[src/rtl/twofish_q_pipe.sv]
// Twofish q0/q1 byte permutation, LANES bytes per word, two-stage valid/ready pipeline.
// Each stage performs one nibble mixing round followed by a pair of 4-bit table lookups.
module twofish_q_pipe #(
    parameter int LANES = 4,
    parameter int TAG_W = 4
) (
    input  logic               clk,
    input  logic               rst_n,
    input  logic               in_valid,
    output logic               in_ready,
    input  logic [8*LANES-1:0] in_data,
    input  logic [LANES-1:0]   in_sel,
    input  logic [TAG_W-1:0]   in_tag,
    output logic               out_valid,
    input  logic               out_ready,
    output logic [8*LANES-1:0] out_data,
    output logic [TAG_W-1:0]   out_tag,
    output logic               busy
);

    typedef logic [3:0] nib_t;

    localparam nib_t Q0_T0 [16] = '{4'h8, 4'h1, 4'h7, 4'hD, 4'h6, 4'hF, 4'h3, 4'h2,
                                    4'h0, 4'hB, 4'h5, 4'h9, 4'hE, 4'hC, 4'hA, 4'h4};
    localparam nib_t Q0_T1 [16] = '{4'hE, 4'hC, 4'hB, 4'h8, 4'h1, 4'h2, 4'h3, 4'h5,
                                    4'hF, 4'h4, 4'hA, 4'h6, 4'h7, 4'h0, 4'h9, 4'hD};
    localparam nib_t Q0_T2 [16] = '{4'hB, 4'hA, 4'h5, 4'hE, 4'h6, 4'hD, 4'h9, 4'h0,
                                    4'hC, 4'h8, 4'hF, 4'h3, 4'h2, 4'h4, 4'h7, 4'h1};
    localparam nib_t Q0_T3 [16] = '{4'hD, 4'h7, 4'hF, 4'h4, 4'h1, 4'h2, 4'h6, 4'hE,
                                    4'h9, 4'hB, 4'h3, 4'h0, 4'h8, 4'h5, 4'hC, 4'hA};
    localparam nib_t Q1_T0 [16] = '{4'h2, 4'h8, 4'hB, 4'hD, 4'hF, 4'h7, 4'h6, 4'hE,
                                    4'h3, 4'h1, 4'h9, 4'h4, 4'h0, 4'hA, 4'hC, 4'h5};
    localparam nib_t Q1_T1 [16] = '{4'h1, 4'hE, 4'h2, 4'hB, 4'h4, 4'hC, 4'h3, 4'h7,
                                    4'h6, 4'hD, 4'hA, 4'h5, 4'hF, 4'h9, 4'h0, 4'h8};
    localparam nib_t Q1_T2 [16] = '{4'h4, 4'hC, 4'h7, 4'h5, 4'h1, 4'h6, 4'h9, 4'hA,
                                    4'h0, 4'hE, 4'hD, 4'h8, 4'h2, 4'hB, 4'h3, 4'hF};
    localparam nib_t Q1_T3 [16] = '{4'hB, 4'h9, 4'h5, 4'h1, 4'hC, 4'h3, 4'hD, 4'hE,
                                    4'h6, 4'h4, 4'h7, 4'hF, 4'h2, 4'h0, 4'h8, 4'hA};

    function automatic nib_t ror4(input nib_t v);
        return {v[0], v[3:1]};
    endfunction

    function automatic nib_t shl3(input nib_t v);
        return {v[0], 3'b000};
    endfunction

    // Returns {a2, b2}: a in the high nibble of the intermediate byte.
    function automatic logic [7:0] round1(input logic [7:0] x, input logic sel);
        nib_t a, b, ma, mb;
        a  = x[7:4];
        b  = x[3:0];
        ma = a ^ b;
        mb = a ^ ror4(b) ^ shl3(a);
        if (sel)
            return {Q1_T0[ma], Q1_T1[mb]};
        else
            return {Q0_T0[ma], Q0_T1[mb]};
    endfunction

    // Final byte puts b4 in the high nibble, a4 in the low nibble.
    function automatic logic [7:0] round2(input logic [7:0] x, input logic sel);
        nib_t a, b, ma, mb;
        a  = x[7:4];
        b  = x[3:0];
        ma = a ^ b;
        mb = a ^ ror4(b) ^ shl3(a);
        if (sel)
            return {Q1_T3[mb], Q1_T2[ma]};
        else
            return {Q0_T3[mb], Q0_T2[ma]};
    endfunction

    logic               v1, v2;
    logic               adv1, adv2;
    logic [8*LANES-1:0] s1_ab;
    logic [LANES-1:0]   s1_sel;
    logic [TAG_W-1:0]   s1_tag;
    logic [8*LANES-1:0] s1_next, s2_next;

    assign adv2      = !v2 || out_ready;
    assign adv1      = !v1 || adv2;
    assign in_ready  = adv1;
    assign out_valid = v2;
    assign busy      = v1 || v2;

    always_comb begin
        s1_next = '0;
        s2_next = '0;
        for (int i = 0; i < LANES; i++) begin
            s1_next[8*i +: 8] = round1(in_data[8*i +: 8], in_sel[i]);
            s2_next[8*i +: 8] = round2(s1_ab[8*i +: 8], s1_sel[i]);
        end
    end

    always_ff @(posedge clk or negedge rst_n) begin
        if (!rst_n) begin
            v1       <= 1'b0;
            v2       <= 1'b0;
            s1_ab    <= '0;
            s1_sel   <= '0;
            s1_tag   <= '0;
            out_data <= '0;
            out_tag  <= '0;
        end else begin
            if (adv2) begin
                v2       <= v1;
                out_data <= s2_next;
                out_tag  <= s1_tag;
            end
            if (adv1) begin
                v1     <= in_valid;
                s1_ab  <= s1_next;
                s1_sel <= in_sel;
                s1_tag <= in_tag;
            end
        end
    end

endmodule

[config.mk]
export PLATFORM = sky130hd
export DESIGN_NAME = twofish_q_pipe
export DESIGN_NICKNAME = d
export VERILOG_FILES = /design/src/rtl/twofish_q_pipe.sv
export SDC_FILE = /design/constraint.sdc
export NUM_CORES = 1
export LEC_CHECK = 0
export ABC_AREA = 1
export CELL_PAD_IN_SITES_DETAIL_PLACEMENT = 0
export CELL_PAD_IN_SITES_GLOBAL_PLACEMENT = 1
export CORE_MARGIN = 1.5
export CORE_UTILIZATION = 42
export CTS_BUF_LIST = sky130_fd_sc_hd__clkbuf_2 sky130_fd_sc_hd__clkbuf_4 sky130_fd_sc_hd__clkbuf_8
export DETAILED_ROUTE_END_ITERATION = 10
export GPL_ROUTABILITY_DRIVEN = 0
export PLACE_DENSITY = 0.81
export SLEW_MARGIN = 20
export SYNTH_ARGS = -nofsm -noshare
export SYNTH_HDL_FRONTEND = slang
export SYNTH_SLANG_ARGS = --single-unit
[constraint.sdc]
create_clock -name clk -period 2.3 [get_ports clk]
set_clock_uncertainty 0.2 [all_clocks]
set_input_delay 0.69 -clock clk [delete_from_list [all_inputs] [get_ports clk]]
set_output_delay 0.69 -clock clk [all_outputs]
set_load 0.01 [all_outputs]
==> out/results.txt, run 1 <==
Registers take 1950 um^2. The number of library cell types mapped by synthesis is 29. The initial core utilization was 42.8%; the maximum buffer depth of the clock tree was 2. The number of antenna violations at the first check in global routing is 0.

TritonCTS created 9 clock buffers. The logs give 9897 for the count of vias placed by the detailed router and 21.8% for the sequential fraction of the synthesis area. In the synthesized netlist the dominant register cell turns out to be dfrtp_1.

The maximum fanout encountered on the critical timing path works out to 2. The number of global-route vias before repair came out at 9073. The die is 149 um tall. Hold timing on the final database bottoms out at a slack of 0.138 ns. The detail route stage leaves a number of antenna-violating nets equal to 0.

Area of the core: 21000 um^2. In the routed layout, each cell is associated on average with a via count of 4.86. The first-pass iteration count of the detailed router is 7, and the number of inserted diodes is 0. For the TritonCTS sink count, the log shows 78. Of all cell types, the one taking the most synthesized area is nand2_1.

After synthesis, the share of flip-flops with an asynchronous set or reset is 100%. Static timing analysis puts the maximum clock frequency at 445 MHz. The worst-case IR drop observed on VDD is 0.282 mV. Subtracting the final worst setup slack from the clock period gives 2.25 ns.

Ranked by total cell area, the synthesized netlist is headed by nand2_1 (35%), dfrtp_1 (22%), ha_1 (12%), nand3_1 (11%), inv_1 (5.1%). The number of fill cells in the layout was 2182. At the pin with the least slew margin, the transition time is 0.513 ns. The buffer and inverter count on the worst path was 1; the growth of design area from synthesis to finish was 25.3%. The mean instance size in the synthesized netlist was 5.73 um^2; the setup slack at placement was -0.579 ns. The critical path endpoint category was a primary output.

The min-delay analysis places its worst path in the category in -> async. Once the clock tree was built, the setup fixing pass inserted 0 buffers. The clock reaches the later pin of the worst-skew pair after 0.38 ns. Synthesis inferred 78 register bits. The net count after synthesis came out at 1693. For this run, the total global-route usage over all layers was measured as 21.7%. The post-detailed-route wirelength per cell came out at 11.5 um. The tools report the final number of setup-violating endpoints as 0. For this run the aggregate overflow at the end of global routing stands at 0. The detailed router finished its first iteration with 537 violations. In this run the clock root is driven by a clkbuf_8. The critical-path cell with the highest stage delay was clkdlybuf4s50_1.

In this run the static leakage power is 6.42 nW. For the required time at the worst-slack endpoint, the log shows 1.41 ns. The logs give 23300 um for the routed wire length and 6370 um^2 for the multi-input gate area in the final layout. The number of slew-limit violations in the final report came out at 0.

The clock-pin slew of the registers on the worst-case setup and hold paths was 0.10 ns; the power per unit of standard cell area was 711 nW/um^2. TritonCTS built the clock tree. The signal arrival time at the worst endpoint is 1.36 ns, and the worst path setup slack after routing is 0.0545 ns. After synthesis the cells add up to 8960 um^2.

Chip width: 149 um. The post-route netlist has 11.1% of its cells at a drive strength greater than 1. The kind of cell adding the most delay to the critical path is buffers and inverters. The tools report the worst slew margin relative to its limit as 65.7%. The startpoint kind of the worst setup timing path was a register.

The number of rows created at floorplan is 53, and the number of endpoints with negative hold slack in the final report is 0. The run gives 3 as the H-tree depth. The flow ran to the end, and the final reports show no timing, DRC or antenna violations. The logs give 79 for the largest net degree at the start of global routing and 22200 um^2 for the full die area. Counting flops with a built-in enable in the synthesized netlist gives 0. After the last flow step, the layout net total stands at 1884. During I/O placement, the number of pins put on the boundary was 83. For this run, design rule violations remaining after detail routing come to 0. Traced cell by cell, the critical path runs through clkdlybuf4s50_1.

Summed over its instances, the top area cell type makes up 35.3% of the synthesized netlist area. The delay of the slowest cell on the worst path is 0.56 ns. The final critical path takes up 97.6% of the cycle. Yosys printed 0 warnings. The HPWL after detailed placement is 18200 um. Counting every instance in the synthesized netlist gives 1565.

During placement, the flow inserted port buffers numbering 82. The first global-routing pass estimated 40600 um of wire. The worst setup path is of the reg -> out kind. The max capacitance violation total was 0.
## where the power goes
group / switching, mW / internal (mW)
Sequential: 0.341 / 1.75
Clock: 0.555 / 0.449
Combinational: 2.86 / 2.02
Total: 3.76 / 4.22
## timing repair
action | 4_1_cts | 5_1_grt
hold buffers | 0 | 0
pin swaps | 0 | 1
endpoints found under the setup margin | 17 | 15
gates resized for setup | 7 | 24
## worst paths after layout
path / start / to / slack, ns / cells after the start
max in group asynchronous: rst_n / out_data[3]$_DFFE_PN0P_ / 1.42 / 2
min in group clk: out_data[5]$_DFFE_PN0P_ / out_data[5]$_DFFE_PN0P_ / 0.28 / 2
min: rst_n / out_data[18]$_DFFE_PN0P_ / 0.14 / 2
max reg2reg: out_valid$_DFFE_PN0P_ / v1$_DFFE_PN0P_ / 0.31 / 7
min reg2reg: out_data[5]$_DFFE_PN0P_ / out_data[5]$_DFFE_PN0P_ / 0.28 / 2
max: out_data[11]$_DFFE_PN0P_ / out_data[11] / 0.05 / 1
## cell usage after synthesis (2+ instances only)
master,count
a21oi_1,24
a22oi_1,3
buf_1,2
buf_2,20
clkbuf_1,5
clkinv_1,5
dfrtp_1,78
ha_1,84
inv_1,122
inv_2,17
inv_4,2
nand2_1,842
nand2_2,12
nand3_1,195
nand3_2,2
nand4_1,4
nor2_1,32
o211ai_1,13
o21ai_0,53
o21ai_1,19
o21ai_2,2
or2_1,2
xnor2_1,12
xor2_1,7
xor2_2,4
## registers in the layout (all words and copies together), names as in the netlist
name       count
out_data      32
s1_ab         32
out_tag        4
s1_sel         4
s1_tag         4
out_valid      1
v1             1
## area by class of cell
class | count | share of cell area (%)
well taps | 275 | 3.06
clock buffers | 11 | 1.35
clock inverters | 5 | 0.301
flip-flops and latches | 78 | 17.4
repair buffers | 208 | 16.2
inverters | 146 | 4.93
multi-input cells | 1313 | 56.7
## cells in the final DEF, fill, tap and decap left out, drive strengths merged
cell type and count:
dlygate4sd2 2, clkinvlp 2, buf 128, clkdlybuf4s50 67, a22oi 3, or2 3, xnor2 13, nand2 854
a21oi 24, ha 84, dlymetal6s2s 11, o211ai 13, nand4 4, o21ai 74, xor2 11, clkinv 8
clkbuf 11, nand3 197, dfrtp 78, nor2 33, inv 141
## stage by stage
step / total power, mW / area, um^2 / setup TNS (ns) / util [%] / instances
after floorplan: 5.24 / 8960 / 0 / - / 1565
after global placement: 6.98 / 11000 / -24.16 / 52.4 / 2020
after detailed placement: 7.00 / 11000 / -24.94 / 52.4 / 2020
after CTS: 8.02 / 11200 / 0 / 53.2 / 2036
after global routing: 8.86 / 11200 / -0.00150 / 53.6 / 2036
final: 7.98 / 11200 / 0 / 53.6 / 2036
## cells by family after synthesis
group | count (synthesis) | share of synthesized area (%)
compound gates | 114 | 6.90
buf+inv | 174 | 7.66
flops | 78 | 21.8
xor+xnor | 24 | 2.76
simple gates | 1091 | 49.2
fa+ha+maj | 84 | 11.7
## layer usage
metal | track usage, % | part of all wire [%]
met3 | 1.77 | 2.3
met4 | 6.39 | 1.7
met1 | 28.5 | 48
met5 | 0 | 0
met2 | 37.9 | 48
Note: power is estimated with default switching activity, not from simulation.
==> inputs of run 2 (changes only) <==
- CTS_CLUSTER_DIAMETER: not set -> 200
- REMOVE_ABC_BUFFERS: not set -> 1
==> run 2 against run 1 <==
Compared with the run above: final cell count is essentially flat; worst setup slack lost 0.0031 ns; design area shrank 0.29%; core utilization shrank 0.16 points; routed wire length grew 0.75%; register-to-register slack gained 0.04 ns; power shrank 0.34%; non-clock buffer count shrank 2; clock-buffer cell count shrank 2; critical path type is now in -> out; critical endpoint is now in_ready; largest cell class unchanged.
==> out/results.txt, run 2 (synthesis results as in run 1) <==
The flow ran to the end, and the final reports show no timing, DRC or antenna violations. Setup slack of the worst register-to-register path: 0.35 ns (was 0.31 ns). Number of endpoints with negative hold slack in the final report: 0 (unchanged). The total track usage is 22.0% (was 21.7%). For the worst slew margin relative to its limit, the log shows 66.8% (was 65.7%). The clock-pin slew of the registers on the worst-case setup and hold paths was 0.09 ns (was 0.10 ns); the H-tree depth was 3 (unchanged). The initial DRC count was 406 (was 537); the number of global-route vias before repair was 9057 (was 9073). The tools report the routed wire length as 23500 um (was 23300 um).

The library cell used as clock root buffer was clkbuf_8 (unchanged). TritonCTS built the clock tree. The logs give 0 (unchanged) for the number of antenna violations at the first check in global routing and 9 (unchanged) for the number of buffers created by CTS. The run gives 2142 (was 2182) as the number of fill cells in the layout. For the detailed placer's ending HPWL, the log shows 18500 um (was 18200 um). The first-pass iteration count of the detailed router is 4 (was 7), and the shortest period the worst path allows is 2.25 ns (about the same).

For the required time at the worst-slack endpoint, the log shows 1.41 ns (about the same). The fraction of layout cells with a size suffix above 1 was 11.0% (was 11.1%); the final number of setup-violating endpoints was 0 (unchanged). End of the worst register-to-register path: out_data[13]$_DFFE_PN0P_ (was v1$_DFFE_PN0P_). The vertical extent of the die was 149 um (unchanged); the chip width was 149 um (unchanged). Type of the worst setup path: in -> out (was reg -> out).

The final total power is 7.95 mW (was 7.98 mW), and the largest net degree at the start of global routing is 43 (was 79). Most common cell after layout, fill and taps aside: nand2_1 (unchanged). The peak ir drop on the vdd network came out at 0.266 mV (was 0.282 mV).

The sum of overflow across all layers after global routing was 0 (unchanged); the tightest hold margin was 0.270 ns (was 0.138 ns). Registers with the most flip-flops: out_data (32), s1_ab (32) (unchanged). For the TritonCTS sink count, the log shows 78 (unchanged).

The critical path endpoint category was a primary output (unchanged). Growth of design area from synthesis to finish: 24.9% (was 25.3%). The tools report the area of the core as 21000 um^2 (unchanged).

The tools report the number of instances in the placed design as 2016 (was 2020). The highest clock rate was 445 MHz (about the same); the power per unit of standard cell area was 710 nW/um^2 (was 711 nW/um^2). Worst setup path endpoint: in_ready (was out_data[11]). The tools report the max capacitance violation total as 0 (unchanged). The count of port buffers added during placement was 82 (unchanged); the cell depth of the worst flop-to-flop path was 10 (was 7). The logs give 22200 um^2 (unchanged) for the full die area and 0.38 ns (about the same) for the latest clock arrival within the worst-skew pair. The number of vias per cell is 4.83 (was 4.86). The maximum fanout encountered on the critical timing path was 2 (unchanged).

The startpoint kind of the worst setup timing path was an input port (was a register). The initial core utilization was 42.8% (unchanged). Setup repair after global routing left no endpoint under its margin. Beginning of the worst register-to-register path: s1_ab[9]$_DFFE_PN0P_ (was out_valid$_DFFE_PN0P_). Worst hold path class: reg -> reg (was in -> async). The number of nets in the layout was 1882 (was 1884); the worst path setup slack after routing was 0.0515 ns (was 0.0545 ns). The final worst-path cycle share works out to 97.8% (was 97.6%). Global-route wire length before repair: 40800 um (was 40600 um). The number of design rule violations left after detail routing is 0 (unchanged), and the number of inserted diodes is 0 (unchanged). The run gives 9834 (was 9897) as the count of vias placed by the detailed router.

The slew at the pin with the worst max-slew slack is 0.497 ns (was 0.513 ns). The post-detailed-route wirelength per cell came out at 11.5 um (about the same). Startpoint of the most critical setup path: out_ready (was out_data[11]$_DFFE_PN0P_). The run gives 0 (unchanged) as the remaining antenna violation count after routing. The run gives -0.647 ns (was -0.579 ns) as the setup slack at placement. The maximum buffer depth of the clock tree was 2 (unchanged); the number of non-filler instances in the completed layout was 2034 (was 2036). The logs give 0 (unchanged) for the number of slew-limit violations in the final report and 53 (unchanged) for the number of rows created at floorplan. The top-level I/O count is 83 (unchanged). Most frequent cells in the layout: nand2_1 (838), nand3_1 (195), buf_4 (123), inv_1 (120), ha_1 (80) (was nand2_1 (838), nand3_1 (195), buf_4 (124), inv_1 (119), ha_1 (81)). The signal arrival time at the worst endpoint came out at 1.36 ns (about the same). The utilization of the core after routing was 53.4% (was 53.6%). The reported leakage power was 6.37 nW (was 6.42 nW).
## run 2: worst min path at each step
stage,startpoint,to,cells past startpoint
CTS,s1_tag[1]$_DFFE_PN0P_,out_tag[1]$_DFFE_PN0P_,2
global placement,s1_tag[3]$_DFFE_PN0P_,out_tag[3]$_DFFE_PN0P_,2
global route,s1_tag[1]$_DFFE_PN0P_,out_tag[1]$_DFFE_PN0P_,2
finish,s1_tag[1]$_DFFE_PN0P_,out_tag[1]$_DFFE_PN0P_,2
floorplan,rst_n,out_data[0]$_DFFE_PN0P_,0
detailed placement,s1_tag[1]$_DFFE_PN0P_,out_tag[1]$_DFFE_PN0P_,2
## run 2: cell type report
class	instances	area (um^2)	share of cell area (%)
inverters	146	553	4.94
clock inverters	7	56.3	0.503
multi-input cells	1313	6390	57.1
well taps	275	344	3.07
repair buffers	206	1780	15.9
clock buffers	9	124	1.11
flip-flops and latches	78	1950	17.4
## run 2: where the power goes
group	total (mW)	internal, mW	switching (mW)	leakage, nW
Clock	0.991	0.404	0.587	0.0842
Sequential	2.08	1.75	0.336	0.943
Combinational	4.88	2.00	2.87	5.35
## run 2: metrics by stage
step,cell area [um^2],setup TNS (ns)
after floorplan,8830,-20.82
after global placement,10900,-19.42
after detailed placement,10900,-19.20
after CTS,11100,0
after global routing,11200,0
final,11200,0
## run 2: layer usage
metal | GRT usage (%) | wire [um]
met4 | 5.15 | 284
met2 | 37.9 | 11000
met3 | 2.75 | 829
met1 | 29.1 | 11400
met5 | 0 | 0
## run 2: what timing repair did
action / CTS / global route
setup buffers: 1 / 0
hold endpoints to repair: 11 / 0
hold buffers: 1 / 0
gates cloned: 0 / 0
setup endpoints to repair: 3 / 14
pin swaps: 1 / 2
gates resized for setup: 7 / 19
## run 2: worst max-delay path, cell delays in order
cell	delay, ns
dlygate4sd2_1	0.26
nor2_4	0.15
nand2_4	0.10
buf_2	0.15
==> inputs of run 3 (changes only) <==
- CORE_MARGIN: 1.5 -> not set
==> run 3 against run 2 <==
Compared with the run above: fmax increased by 0.74%; clock-buffer cell count is 2 higher; routed wire length fell by 0.35%; flip-flop and latch count unchanged; largest power group unchanged.
==> out/results.txt, run 3 (synthesis results as in run 1) <==
For the initial core utilization, the log shows 42.8% (unchanged). The full die area came out at 21900 um^2 (was 22200 um^2). The tools report the number of buffers created by CTS as 9 (unchanged). The growth of design area from synthesis to finish is 25.2% (was 24.9%), and the detailed placer's ending HPWL is 18100 um (was 18500 um). Clock-pin slew of the registers on the worst-case setup and hold paths: 0.10 ns (was 0.09 ns). For the remaining antenna violation count after routing, the log shows 0 (unchanged). The tools report the end of the worst register-to-register path as out_data[27]$_DFFE_PN0P_ (was out_data[13]$_DFFE_PN0P_). Count of vias placed by the detailed router: 9841 (was 9834). The tools report the post-placement cell area as 10900 um^2 (about the same).

The worst hold path class is in -> async (was reg -> reg). The logs give 0 ns (unchanged) for the total negative slack for setup checks and 0 (unchanged) for the number of slew-limit violations in the final report. The startpoint kind of the worst setup timing path was a register (was an input port). TritonCTS built the clock tree. Registers with the most flip-flops: out_data (32), s1_ab (32) (unchanged). The power per unit of standard cell area was 721 nW/um^2 (was 710 nW/um^2); the area of the core was 21000 um^2 (unchanged). The maximum buffer depth of the clock tree is 2 (unchanged). The maximum fanout encountered on the critical timing path was 2 (unchanged). The logs give 1.34 ns (was 1.36 ns) for the signal arrival time at the worst endpoint and 8904 (was 9057) for the number of global-route vias before repair. The shortest period the worst path allows was 2.23 ns (was 2.25 ns). The setup slack at placement came out at -0.646 ns (was -0.647 ns). Sum of overflow across all layers after global routing: 0 (unchanged).

The most common cell after layout, fill and taps aside is nand2_1 (unchanged). The tools report the worst path setup slack after routing as 0.0680 ns (was 0.0515 ns). Beginning of the worst register-to-register path: s1_ab[28]$_DFFE_PN0P_ (was s1_ab[9]$_DFFE_PN0P_). The run gives 83 (unchanged) as the top-level I/O count. Cell-by-cell listing of the critical path: clkdlybuf4s50_1 (was dlygate4sd2_1, nor2_4, nand2_4, buf_2). Most frequent cells in the layout: nand2_1 (834), nand3_1 (195), inv_1 (120), buf_4 (118), ha_1 (80) (was nand2_1 (838), nand3_1 (195), buf_4 (123), inv_1 (120), ha_1 (80)). The final total power is 8.09 mW (was 7.95 mW), and the number of inserted diodes is 0 (unchanged). Post-detailed-route wirelength per cell: 11.5 um (about the same).

The critical path endpoint category was a primary output (unchanged). The logs give 65.3% (was 66.8%) for the worst slew margin relative to its limit and 79 (was 43) for the largest net degree at the start of global routing. The reported leakage power is 6.40 nW (was 6.37 nW), and the initial DRC count is 455 (was 406). Setup repair after global routing left no endpoint under its margin. The cell depth of the worst flop-to-flop path came out at 12 (was 10). The final worst-path cycle share was 97.0% (was 97.8%); the vertical extent of the die was 148 um (was 149 um).

The count of port buffers added during placement is 82 (unchanged). The fraction of layout cells with a size suffix above 1 was 11.0% (about the same); the final number of setup-violating endpoints was 0 (unchanged). The logs give 78 (unchanged) for the TritonCTS sink count and 1.41 ns (about the same) for the required time at the worst-slack endpoint. The critical-path cell with the highest stage delay was clkdlybuf4s50_1 (was dlygate4sd2_1).

The type of the worst setup path is reg -> out (was in -> out). The tools report the number of design rule violations left after detail routing as 0 (unchanged). The max capacitance violation total is 0 (unchanged), and the H-tree depth is 3 (unchanged). The slew at the pin with the worst max-slew slack is 0.520 ns (was 0.497 ns), and the buffer and inverter count on the worst path is 1 (was 2). The chip width works out to 148 um (was 149 um).

For the global-route wire length before repair, the log shows 40800 um (unchanged). For the latest clock arrival within the worst-skew pair, the log shows 0.37 ns (was 0.38 ns). The delay of the slowest cell on the worst path came out at 0.56 ns (was 0.26 ns). The number of antenna violations at the first check in global routing was 0 (unchanged). The run finished with clean final reports. Kind of cell adding the most delay to the critical path: buffers and inverters (unchanged). Final instance area: 11200 um^2 (about the same).

The tools report the startpoint of the most critical setup path as out_data[17]$_DFFE_PN0P_ (was out_ready). The logs give 53 (unchanged) for the number of rows created at floorplan and 22.2% (was 22.0%) for the total track usage. The utilization of the core after routing is 53.5% (was 53.4%).

Number of endpoints with negative hold slack in the final report: 0 (unchanged). The first-pass iteration count of the detailed router was 5 (was 4). Number of nets in the layout: 1877 (was 1882). The run gives 0.279 mV (was 0.266 mV) as the peak ir drop on the vdd network.

The routed wire length is 23400 um (was 23500 um), and the number of vias per cell is 4.85 (was 4.83). The setup slack of the worst register-to-register path was 0.33 ns (was 0.35 ns). Library cell used as clock root buffer: clkbuf_8 (unchanged). The tools report the highest clock rate as 448 MHz (was 445 MHz).
## run 3: how the worst max path moves through the flow
stage	cells past startpoint	end	slack, ns
finish	1	out_data[17]	0.07
global route	12	s1_ab[23]$_DFFE_PN0P_	0.002
CTS	1	out_data[17]	0.04
detailed placement	4	in_ready	-0.65
global placement	4	in_ready	-0.65
floorplan	4	v1$_DFFE_PN0P_	-0.67
## run 3: layer usage
layer	part of all wire, %	global-route usage [%]	vias up
li1	-	-	5291
met1	48	29.8	4370
met2	48	38.5	162
met3	3.0	1.87	18
met4	1.1	4.95	0
met5	0	0	-
## run 3: area by class of cell
type	instances	area (um^2)
Clock inverter	5	65.1
Inverter	146	556
Tap cell	275	344
Clock buffer	11	151
Multi-Input combinational cell	1313	6400
Timing Repair Buffer	201	1750
Fill cell	2235	9730
Sequential cell	78	1950
## run 3: report_power, final
part / switching [mW] / total (mW) / leakage [nW] / internal [mW]
clock: 0.578 / 1.15 / 0.110 / 0.571
sequential: 0.349 / 2.10 / 0.943 / 1.75
combinational: 2.85 / 4.85 / 5.35 / 1.99
total: 3.78 / 8.09 / 6.40 / 4.31
## run 3: through the flow
| stage | instances | hold slack [ns] |
|---|---|---|
| after floorplan | 1537 | 0.194 |
| after global placement | 2013 | 0.251 |
| after detailed placement | 2013 | 0.251 |
| after CTS | 2029 | 0.132 |
| after global routing | 2029 | 0.155 |
| final | 2029 | 0.115 |
## run 3: what timing repair did
action | 4_1_cts | 5_1_grt
pin swaps | 1 | 0
setup buffers | 0 | 0
setup endpoints to repair | 6 | 16
gates resized for setup | 8 | 28
hold buffers | 0 | 0
